==> src/rtl/datapath_pkg.sv <==
// Shared datapath definitions: default widths and depth, and the result entry record.
package datapath_pkg;

  localparam int DATA_WIDTH_DEF = 32;
  localparam int ADDR_WIDTH_DEF = 16;
  localparam int DEPTH_DEF      = 8;
  localparam int CNT_WIDTH_DEF  = 16;

  typedef struct packed {
    logic [ADDR_WIDTH_DEF-1:0] addr;
    logic [DATA_WIDTH_DEF-1:0] data;
  } result_entry_t;

endpackage

==> src/rtl/result_buffer_mem.sv <==
// Entry storage for the result buffer: one synchronous write port, one
// combinational read port, whole array cleared by the asynchronous reset.
module result_buffer_mem
  import datapath_pkg::*;
#(
  parameter int WIDTH = ADDR_WIDTH_DEF + DATA_WIDTH_DEF,
  parameter int DEPTH = DEPTH_DEF,
  parameter int PTR_W = $clog2(DEPTH)
) (
  input  logic             clk,
  input  logic             rst_n,
  input  logic             wr_en,
  input  logic [PTR_W-1:0] wr_addr,
  input  logic [WIDTH-1:0] wr_data,
  input  logic [PTR_W-1:0] rd_addr,
  output logic [WIDTH-1:0] rd_data
);

  logic [WIDTH-1:0] mem [DEPTH];

  always_ff @(posedge clk or negedge rst_n) begin
    if (!rst_n) begin
      for (int i = 0; i < DEPTH; i++) begin
        mem[i] <= '0;
      end
    end else if (wr_en) begin
      mem[wr_addr] <= wr_data;
    end
  end

  assign rd_data = mem[rd_addr];

endmodule

==> src/rtl/datapath_result_buffer.sv <==
// Show-ahead result FIFO behind the datapath: drops (and counts) results when
// full because the datapath cannot be stalled, and XORs every accepted word.
module datapath_result_buffer
  import datapath_pkg::*;
#(
  parameter int DATA_WIDTH = DATA_WIDTH_DEF,
  parameter int ADDR_WIDTH = ADDR_WIDTH_DEF,
  parameter int DEPTH      = DEPTH_DEF,
  parameter int CNT_WIDTH  = CNT_WIDTH_DEF
) (
  input  logic                    clk,
  input  logic                    rst_n,
  input  logic                    in_valid,
  input  logic [DATA_WIDTH-1:0]   in_data,
  input  logic [ADDR_WIDTH-1:0]   in_addr,
  input  logic                    flush,
  output logic                    out_valid,
  input  logic                    out_ready,
  output logic [DATA_WIDTH-1:0]   out_data,
  output logic [ADDR_WIDTH-1:0]   out_addr,
  output logic [$clog2(DEPTH):0]  count,
  output logic                    full,
  output logic                    empty,
  output logic                    overflow,
  output logic [CNT_WIDTH-1:0]    drop_count,
  output logic [DATA_WIDTH-1:0]   checksum
);

  localparam int PTR_W = $clog2(DEPTH);
  localparam int CW    = PTR_W + 1;
  localparam int EW    = ADDR_WIDTH + DATA_WIDTH;

  function automatic logic [CNT_WIDTH-1:0] sat_inc(input logic [CNT_WIDTH-1:0] v);
    return (&v) ? v : v + CNT_WIDTH'(1);
  endfunction

  logic [PTR_W-1:0] wr_ptr, rd_ptr;
  logic [CW-1:0]    count_q;
  logic             push, pop, drop;
  logic [EW-1:0]    rd_entry;

  assign empty     = (count_q == '0);
  assign full      = (count_q == CW'(DEPTH));
  assign out_valid = ~empty;
  assign count     = count_q;

  // Flush overrides both sides; a pop frees a slot so a push while full is legal.
  assign pop  = out_valid & out_ready & ~flush;
  assign push = in_valid & ~flush & (~full | pop);
  assign drop = in_valid & full & ~pop & ~flush;

  always_ff @(posedge clk or negedge rst_n) begin
    if (!rst_n) begin
      wr_ptr  <= '0;
      rd_ptr  <= '0;
      count_q <= '0;
    end else if (flush) begin
      wr_ptr  <= '0;
      rd_ptr  <= '0;
      count_q <= '0;
    end else begin
      if (push) wr_ptr <= wr_ptr + PTR_W'(1);
      if (pop)  rd_ptr <= rd_ptr + PTR_W'(1);
      case ({push, pop})
        2'b10:   count_q <= count_q + CW'(1);
        2'b01:   count_q <= count_q - CW'(1);
        default: count_q <= count_q;
      endcase
    end
  end

  // Integrity and drop bookkeeping survive a flush; only reset clears them.
  always_ff @(posedge clk or negedge rst_n) begin
    if (!rst_n) begin
      checksum   <= '0;
      overflow   <= 1'b0;
      drop_count <= '0;
    end else begin
      if (push) checksum <= checksum ^ in_data;
      if (drop) begin
        overflow   <= 1'b1;
        drop_count <= sat_inc(drop_count);
      end
    end
  end

  result_buffer_mem #(
    .WIDTH (EW),
    .DEPTH (DEPTH),
    .PTR_W (PTR_W)
  ) u_mem (
    .clk     (clk),
    .rst_n   (rst_n),
    .wr_en   (push),
    .wr_addr (wr_ptr),
    .wr_data ({in_addr, in_data}),
    .rd_addr (rd_ptr),
    .rd_data (rd_entry)
  );

  assign out_addr = rd_entry[EW-1:DATA_WIDTH];
  assign out_data = rd_entry[DATA_WIDTH-1:0];

endmodule

==> config.mk <==
export PLATFORM = sky130hd
export DESIGN_NAME = datapath_result_buffer
export DESIGN_NICKNAME = d
export VERILOG_FILES = /design/src/rtl/datapath_pkg.sv /design/src/rtl/result_buffer_mem.sv /design/src/rtl/datapath_result_buffer.sv
export SDC_FILE = /design/constraint.sdc
export NUM_CORES = 1
export LEC_CHECK = 0
export CAP_MARGIN = 20
export CORE_AREA = 5 5 266 164
export CTS_CLUSTER_DIAMETER = 30
export DETAILED_ROUTE_END_ITERATION = 7
export DIE_AREA = 0 0 271 169
export PLACE_DENSITY_LB_ADDON = 0.08
export SYNTH_ARGS = -nofsm -noshare
export SYNTH_HDL_FRONTEND = slang
export SYNTH_SLANG_ARGS = --single-unit
==> constraint.sdc <==
create_clock -name clk -period 2.9 [get_ports clk]
set_clock_uncertainty 0.1 [all_clocks]
set_input_delay 0.29 -clock clk [delete_from_list [all_inputs] [get_ports clk]]
set_output_delay 0.29 -clock clk [all_outputs]
set_load 0.005 [all_outputs]
==> results.sh, run 1 <==
export IMPL_drt_first_pass_iters=5
export IMPL_peakVddDrop_v=0.0004744
export IMPL_power_leakage_uw=0.01192
export IMPL_fin_cells=2076
export IMPL_required_ps=2510
export IMPL_max_freq_mhz=345.3
export IMPL_start_util_pct=49.01
export IMPL_cts_tree="done"
export IMPL_numCtsBuffers=76
export IMPL_grt_first_pass_wirelength_mm=77.07
export IMPL_pre_cts_ws_ps=183.0
export IMPL_synth_cells=1228
export IMPL_antenna_found_initial=2
export IMPL_finalCritPeriodShare_pct=99.88
export IMPL_ff2ff_setup_slack_ps=340
export IMPL_synth_commonest_cells="dfrtp_1 (443), mux2_2 (309), mux4_2 (96), mux2_4 (80), mux2_1 (46)"
export IMPL_tightest_slew_ps=673.2
export IMPL_ys_warn_count=0
export IMPL_dpl_hpwl_mm=28.36
export IMPL_numClockSinks=443
export IMPL_vias=11620
export IMPL_n_antenna_cell=0
export IMPL_ios=157
export IMPL_grt_max_degree=75
export IMPL_critical_path_class="reg2out"
export IMPL_fillers=2970
export IMPL_die_area_mm2=0.04580
export IMPL_drt_iter0_drc=575
export IMPL_finalPower_uw=23990
export IMPL_arrival_ps=2510
export IMPL_drv_slew=0
export IMPL_rows=58
export IMPL_synth_edf_count=0
export IMPL_core_mm2=0.04115
export IMPL_clkTransAtPathRegs_ps=50
export IMPL_hold_viol=0
export IMPL_maxCapViolations=0
export IMPL_drc_errors=0
export IMPL_yosysMostFrequentCell="dfrtp_1"
export IMPL_ctsHtreeMaxLevel=3
export IMPL_gp_congestion=0.7936
export IMPL_synth_ff_latch_count=443
export IMPL_rsz0062_at_grt="true"
export IMPL_status="complete, no violations"
export IMPL_setup_viol=0
export IMPL_portBuffers=156
export IMPL_synth_distinct_cells=51
export IMPL_synthToLayoutAreaGrowth_pct=28.48
export IMPL_setup_ws_ps=3.579
export IMPL_final_util_pct=62.98
export IMPL_wl_per_cell_um=22.89
export IMPL_drt_total_wl_mm=47.52
export IMPL_powerDensity_mw_per_mm2=925.7
export IMPL_period_needed_ps=2896
export IMPL_synthArstFlopShare_pct=100.0
export IMPL_syn_area_per_cell_um2=16.42
export IMPL_grt_pass1_vias=12820
export IMPL_grt_overflow=0
export IMPL_synthFlopType="dfrtp_1"
export IMPL_ctsLongestPathBuffers=3
export IMPL_globalRouteTotalUtil_pct=21.42
export IMPL_via_per_inst=5.595
export IMPL_die_w_um=271
export IMPL_hold_class="in2async"
export IMPL_cp_start_kind="flop"
export IMPL_worstSkewPairLatency_ps=580
export IMPL_cts_root_buffer="clkbuf_16"
export IMPL_syn_area_mm2=0.02017
export IMPL_synth_top_cells_by_area="dfrtp_1 (55%), mux2_2 (17%), mux4_2 (11%), mux2_4 (6.0%), mux2_1 (2.6%)"
export IMPL_critPathMaxFanout=9
export IMPL_endpoint_kind="output port"
export IMPL_synth_area_leader_cell="dfrtp_1"
export IMPL_syn_num_nets=1287
export IMPL_die_y_um=169
export IMPL_slew_headroom_pct=55.12
export IMPL_dp_cells=1906
export IMPL_final_antenna_net_count=0
export IMPL_drive_gt1_share_pct=48.44
export IMPL_yosysSeqAreaShare_pct=54.97
export IMPL_finalNetCount=1534
export IMPL_yosysTopAreaCellShare_pct=54.97
-- metrics by stage --
step / instance area, um2 / setup TNS, ps / hold slack [ps]
2_1_floorplan: 20180 / 0 / -105.6
3_3_place_gp: 22760 / 0 / 216.8
3_5_place_dp: 22760 / 0 / 219.6
4_1_cts: 25830 / -1052 / 178.0
5_1_grt: 25910 / -184.2 / 226.5
6_report: 25910 / 0 / 171.1
-- path summary, 6_finish.rpt --
path,from,endpoint,cells past startpoint
worst max-delay path,rd_ptr[0],out_data[20],6
worst min-delay path,rst_n,u_mem.mem[378],2
worst max register to register,count[0],count[3],9
worst min register to register,checksum[23],checksum[23],1
max in group asynchronous,rst_n,u_mem.mem[382],4
min in group clk,checksum[23],checksum[23],1
-- state kept, by name (all words and copies together) (netlist names) --
register    cells
overflow        1
wr_ptr          3
count           4
drop_count     16
u_mem.mem     384
rd_ptr          3
checksum       32
-- per-layer routing --
layer / part of all wire (%) / up-vias / GRT usage (%)
met5: 0.069 / - / 0
met4: 1.3 / 4 / 4.695
met3: 4.2 / 63 / 4.817
met2: 45 / 220 / 31.81
met1: 50 / 6224 / 32.62
li1: - / 5104 / -
-- report_power, final --
part	internal [uW]	switching [uW]	leakage (uW)
Clock	6130	3190	0.00131
Combinational	4070	2060	0.00482
Sequential	7660	890	0.00580
Total	17900	6130	0.0119
-- critical path, cell delays in order (launching register included) --
cell and delay, ps:
dfrtp_4 510, buf_12 160, buf_4 140, buf_16 150, mux4_2 420, mux2_2 290, dlygate4sd2_1 270
-- timing repair --
action | in CTS | in global routing
buffers inserted | 18 | 9
hold buffers | 1 | 0
endpoints found under the hold margin | 60 | 0
endpoints found under the setup margin | 49 | 32
resized for setup | 103 | 45
gates cloned | 6 | 1
-- layout by cell type (no fill, tap or decap), drive strengths merged, types with 11 or more instances in the layout --
| cell type | instances |
|---|---|
| buf | 97 |
| xnor2 | 41 |
| clkdlybuf4s50 | 107 |
| dfrtp | 443 |
| clkbuf | 103 |
| nand3 | 11 |
| clkinv | 17 |
| dlygate4sd2 | 14 |
| bufinv | 11 |
| nor2 | 12 |
| inv | 17 |
| mux2 | 435 |
| mux4 | 96 |
| nand2 | 40 |
-- cells by family (layout without fill, tap and decap cells) --
logic type	after synthesis	after routing	synth area share [%]
XOR/XNOR	49	49	2.128
buffers and inverters	79	387	2.525
multiplexers	534	534	36.65
flip-flops	443	443	54.97
AO/OA/AOI/OAI	19	19	0.6577
AND/OR/NAND/NOR	98	98	2.668
adder cells (fa/ha/maj)	6	6	0.4095
-- layout make-up --
class / instances / area [um2] / area share, %
sequential: 443 / 11100 / 42.82
multi-input combinational: 706 / 8648 / 33.38
timing repair buffer: 245 / 2789 / 10.76
clock buffer: 92 / 2064 / 7.967
tap: 540 / 675.6 / 2.607
clock inverter: 47 / 626.9 / 2.419
inverter: 3 / 11.26 / 0.04346
Power figures use the tool's default switching activity.
==> inputs of run 2 (changes only) <==
- CTS_BUF_LIST: not set -> sky130_fd_sc_hd__clkbuf_16
- SLEW_MARGIN: not set -> 20
==> run 2 against run 1 <==
  * Flip-flop and latch count is the same
  * Maximum frequency is essentially flat
  * Register-to-register slack is essentially flat
  * First-iteration DRC count shrank 3.8%
  * Critical path depth is the same
  * Worst setup slack lost 2.5 ps
  * Global-route usage is essentially flat
  * Sequential share of layout area grew 0.10 points
  * Clock power shrank 2%
  * Combinational power is essentially flat
  * Largest power group unchanged
==> results.sh, run 2 (same netlist as run 1, synthesis figures left out) <==
export IMPL_status="complete, no violations"
export IMPL_layout_common_cells="dfrtp_1 (438), mux2_2 (297), clkdlybuf4s50_1 (107), mux4_2 (96), mux2_4 (92)"
export IMPL_critical_path_class="reg2out"
export IMPL_grt_first_pass_wirelength_mm=77.03
export IMPL_fin_cells=2076
export IMPL_start_util_pct=49.01
export IMPL_ios=157
export IMPL_cts_tree="done"
export IMPL_vias=11620
export IMPL_drive_gt1_share_pct=48.05
export IMPL_period_needed_ps=2899
export IMPL_arrival_ps=2510
export IMPL_maxCapViolations=0
export IMPL_peakVddDrop_v=0.0004762
export IMPL_power_leakage_uw=0.01192
export IMPL_clkPwrFrac_pct=38.3
export IMPL_numClockSinks=443
export IMPL_fillers=2979
export IMPL_power_frac_seq_pct=35.9
export IMPL_worstSkewPairLatency_ps=580
export IMPL_clkTransAtPathRegs_ps=50
export IMPL_wl_per_cell_um=22.84
export IMPL_tightest_slew_ps=675.9
export IMPL_fin_hold_ws_ps=167.5
export IMPL_synthToLayoutAreaGrowth_pct=28.18
export IMPL_grt_pass1_vias=12830
export IMPL_p_sw_uw=6130
export IMPL_drv_slew=0
export IMPL_rsz0062_at_grt="true"
export IMPL_grt_overflow=0
export IMPL_dp_cells=1906
export IMPL_p_int_uw=17670
export IMPL_ctsHtreeMaxLevel=3
export IMPL_slew_headroom_pct=54.94
export IMPL_combPwrFrac_pct=25.8
export IMPL_largest_reg_flops=384
export IMPL_cp_start_kind="flop"
export IMPL_n_antenna_cell=0
export IMPL_grt_max_degree=75
export IMPL_drt_first_pass_iters=5
export IMPL_final_antenna_net_count=0
export IMPL_drt_iter0_drc=553
export IMPL_endpoint_kind="output port"
export IMPL_finalCritPeriodShare_pct=99.96
export IMPL_required_ps=2510
export IMPL_hold_viol=0
export IMPL_die_w_um=271
export IMPL_stdcell_area_mm2=0.02585
export IMPL_via_per_inst=5.596
export IMPL_critPathMaxFanout=9
export IMPL_powerDensity_mw_per_mm2=920.6
export IMPL_drc_errors=0
export IMPL_cts_root_buffer="clkbuf_16"
export IMPL_dpl_hpwl_mm=28.36
export IMPL_final_common_cell="dfrtp_1"
export IMPL_finalNetCount=1534
export IMPL_gp_congestion=0.7936
export IMPL_numCtsBuffers=76
export IMPL_swShare_pct=25.76
export IMPL_hold_class="in2async"
export IMPL_core_mm2=0.04115
export IMPL_setup_viol=0
export IMPL_die_area_mm2=0.04580
export IMPL_rows=58
export IMPL_portBuffers=156
export IMPL_setup_ws_ps=1.112
export IMPL_place_area_mm2=0.02276
export IMPL_largest_register="u_mem.mem"
export IMPL_pre_cts_ws_ps=183.0
export IMPL_die_y_um=169
export IMPL_max_freq_mhz=345.0
export IMPL_drt_total_wl_mm=47.41
export IMPL_ctsLongestPathBuffers=3
export IMPL_globalRouteTotalUtil_pct=21.41
export IMPL_antenna_found_initial=2
export IMPL_finalSetupTns_ps=0
export IMPL_largestRegisters="u_mem.mem: 384 flops, checksum: 32 flops, drop_count: 16 flops"
run 2: repair_timing:
action,4_1_cts,5_1_grt
hold endpoints to repair,60,0
hold buffers,1,0
gates cloned,6,1
resized for setup,103,45
buffers inserted,18,9
setup endpoints to repair,49,32
run 2: final timing paths:
path | cells past startpoint | start | slack (ps) | endpoint
worst max-delay path | 6 | rd_ptr[0] | 1 | out_data[20]
worst min-delay path | 2 | rst_n | 170 | u_mem.mem[378]
worst max register to register | 9 | count[0] | 340 | count[3]
worst min register to register | 1 | checksum[23] | 370 | checksum[23]
max in group asynchronous | 4 | rst_n | 1640 | u_mem.mem[382]
min in group clk | 1 | checksum[23] | 370 | checksum[23]
run 2: power groups by stage:
stage | Clock [uW] | Sequential [uW] | Combinational, uW
after CTS | 9310 | 8550 | 6150
final | 9120 | 8550 | 6130
after global placement | 0 | 8570 | 5780
after floorplan | 0 | 8340 | 3430
after global routing | 9650 | 8740 | 6610
after detailed placement | 0 | 8600 | 5850
run 2: final cells by class:
type                    instances  area, um2  area share [%]
multi-input cells             706       8648           33.45
repair buffers                245       2789           10.79
clock buffers                  78       1952           7.550
inverters                       3      11.26         0.04356
well taps                     540      675.6           2.613
flip-flops and latches        443      11100           42.92
clock inverters                61      679.4           2.628
run 2: worst max-delay path, cell delays in order, from the launching register on:
cell           delay, ps
dfrtp_4              510
buf_12               160
buf_4                140
buf_16               150
mux4_2               420
mux2_2               290
dlygate4sd2_1        270
run 2: through the flow:
step           power, uW  utilization, %
3_5_place_dp       14450           55.31
3_3_place_gp       14350           55.31
5_1_grt            24990           62.83
2_1_floorplan      11770               -
4_1_cts            24000           62.63
6_report           23800           62.83
run 2: metal layers:
metal | vias to the layer above | GRT usage (%) | wire length, um
met5 | - | 0 | 33
met4 | 4 | 4.673 | 610
met3 | 60 | 4.831 | 2000
met2 | 227 | 31.66 | 21320
met1 | 6221 | 32.71 | 23450
li1 | 5105 | - | -
==> edit, RTL diff (flow settings as in run 1) <==
`DATA_WIDTH_DEF`: 32 -> 48.
--- a/src/rtl/datapath_pkg.sv
+++ b/src/rtl/datapath_pkg.sv
@@ -3,3 +3,3 @@
 
-  localparam int DATA_WIDTH_DEF = 32;
+  localparam int DATA_WIDTH_DEF = 48;
   localparam int ADDR_WIDTH_DEF = 16;
Ports: changed (resized checksum, in_data and out_data); port bits go from 157 to 205. No check against the original RTL was run, so the function may have changed too.
==> edit against run 1 <==
  * The run now ends with setup timing left
  * Hold slack improved by 0.00089 ns
  * Sequential cell count increased by 144
  * Sequential power increased by 37%
  * Non-clock buffer count increased by 74
  * Final area increased by 27%
  * Final cell count increased by 22%
  * Total power increased by 30%
  * Wire length increased by 35%
  * Clock power increased by 11%
  * First-iteration DRC count increased by 79%
  * Worst setup slack got worse by 0.17 ns
  * Synthesized area increased by 31%
  * Critical path type unchanged
==> edit: results (changes against run 1) <==
metric,value,unit,change
dp_slack,0.0407,ns,-0.142 ns
vias_per_cell,6.14,,+9.7%
r2r_setup_slack,0.30,ns,-0.04 ns
setup_viol,35,,+35
cpPeakStageDelay,0.49,ns,-0.02 ns
grt_pass1_vias,17279,,+35%
synth.distinct_cells,55,,+7.8%
reg2regPathDepth,8,,-1
crit_end,out_data[6],,
drt-pass1-iter-count,4,,-1
status,finished with violations,,
yosysSeqAreaShare,55.6,%,+0.67 points
hold_path.class,input pin to asynchronous set/reset pin,,
syn-num-nets,1686,,+31%
wirelength,64200,µm,+35%
grt_first_pass_wirelength,101000,µm,+32%
numCtsBuffers,79,,+3.9%
cts_buffer_depth,3,,unchanged
first_iter_violations,1027,,+79%
clkTransAtPathRegs,0.06,ns,
vdd_ir_drop_max,853,µV,+80%
whs,0.172,ns,+0.000887 ns
htreeDepth,3,,unchanged
io_buffer_count,204,,+31%
grt_max_degree,82,,+9.3%
top_regs,"u_mem.mem (512), checksum (48), drop_count (16)",,
critPathTopFamily,buffers and inverters,,
fin_crit_sh,106,%,+5.7 points
fillers,2195,,-26%
fin_ws,-0.163,ns,-0.166 ns
critPathMaxFanout,9,,unchanged
clockRootBuffer,clkbuf_16,,
dpl.hpwl,36700,µm,+30%
drive_gt1_share,48.3,%,-0.18 points
async_flop_share,100,%,unchanged
p_leak,0.0152,µW,+27%
routabilityCongestion,0.802,,+1.0%
r2r_end,count[3]$_DFFE_PN0P_,,
cp_data_arrival_time,2.67,ns,+0.16 ns
cp_slowest_cell,mux4_2,,
r2r_start,count[3]$_DFFE_PN0P_,,
violations,setup timing,,
synth_warnings,0,,unchanged
synthTopCellsByCount,"dfrtp_1, mux2_2, mux4_2",,
fin_nets,1992,,+30%
clk_latency,0.59,ns,
worst-slew-pin-transition,0.915,ns,+0.242 ns
grt_antenna_before_repair,3,,+1
synth_area_leaders,"dfrtp_1, mux2_2, mux4_2",,
grt_usage,28.1,%,+6.7 points
## edit: changes by cell type in the layout (fill, tap and decap cells not counted), moves of 20 or more
cell / before / now
clkdlybuf4s50_1: 107 / 159
nand2_1: 40 / 63
buf_4: 40 / 60
mux2_2: 297 / 458
mux4_2: 96 / 128
dfrtp_1: 438 / 583
## edit: repair_timing
item	CTS	global route
pin swaps	0	0
resized for setup	61	59
buffers inserted	11	24
hold buffers	1	0
endpoints found under the hold margin	58	0
setup endpoints to repair	64	60
cloned	4	4
## edit: per-stage QoR
stage	instance area [µm²]	std cells	TNS (ns)
after floorplan	26400	1611	0
after global placement	29600	2332	0
after detailed placement	29600	2332	0
after CTS	32700	2493	-5.75
after global routing	33000	2524	-6.35
final	33000	2524	-3.40
## edit: cell families after synthesis
group	after synthesis	synth area share, %
muxes	709	36.5
DFF	587	55.6
and+or+nand+nor	118	2.22
buffers and inverters	101	2.43
xor gates and xnor gates	63	2.09
AOI/OAI and AO/OA	27	0.772
adders and majority gates	6	0.313
## edit: final cells by class
class                      count  area (µm²)  area share (%)
sequential                   587       14700            44.6
multi-input combinational    923       11200            33.9
timing repair buffer         319        3560            10.8
clock buffer                  95        2200            6.67
tap                          540         676            2.05
clock inverter                50         647            1.96
inverter                       7        26.3          0.0796
antenna                        3        7.51          0.0228
## edit: power by group
part | internal, µW | total [µW] | switching (µW)
Sequential | 10400 | 11700 | 1350
Combinational | 5840 | 9070 | 3230
Clock | 6500 | 10300 | 3830
## edit: routing by layer
layer / up-vias / part of all wire (%) / global-route usage (%)
met4: 2 / 2.2 / 7.59
met1: 8382 / 44 / 40.0
li1: 6620 / - / -
met5: - / 0.017 / 0
met2: 386 / 49 / 46.0
met3: 105 / 4.5 / 4.96
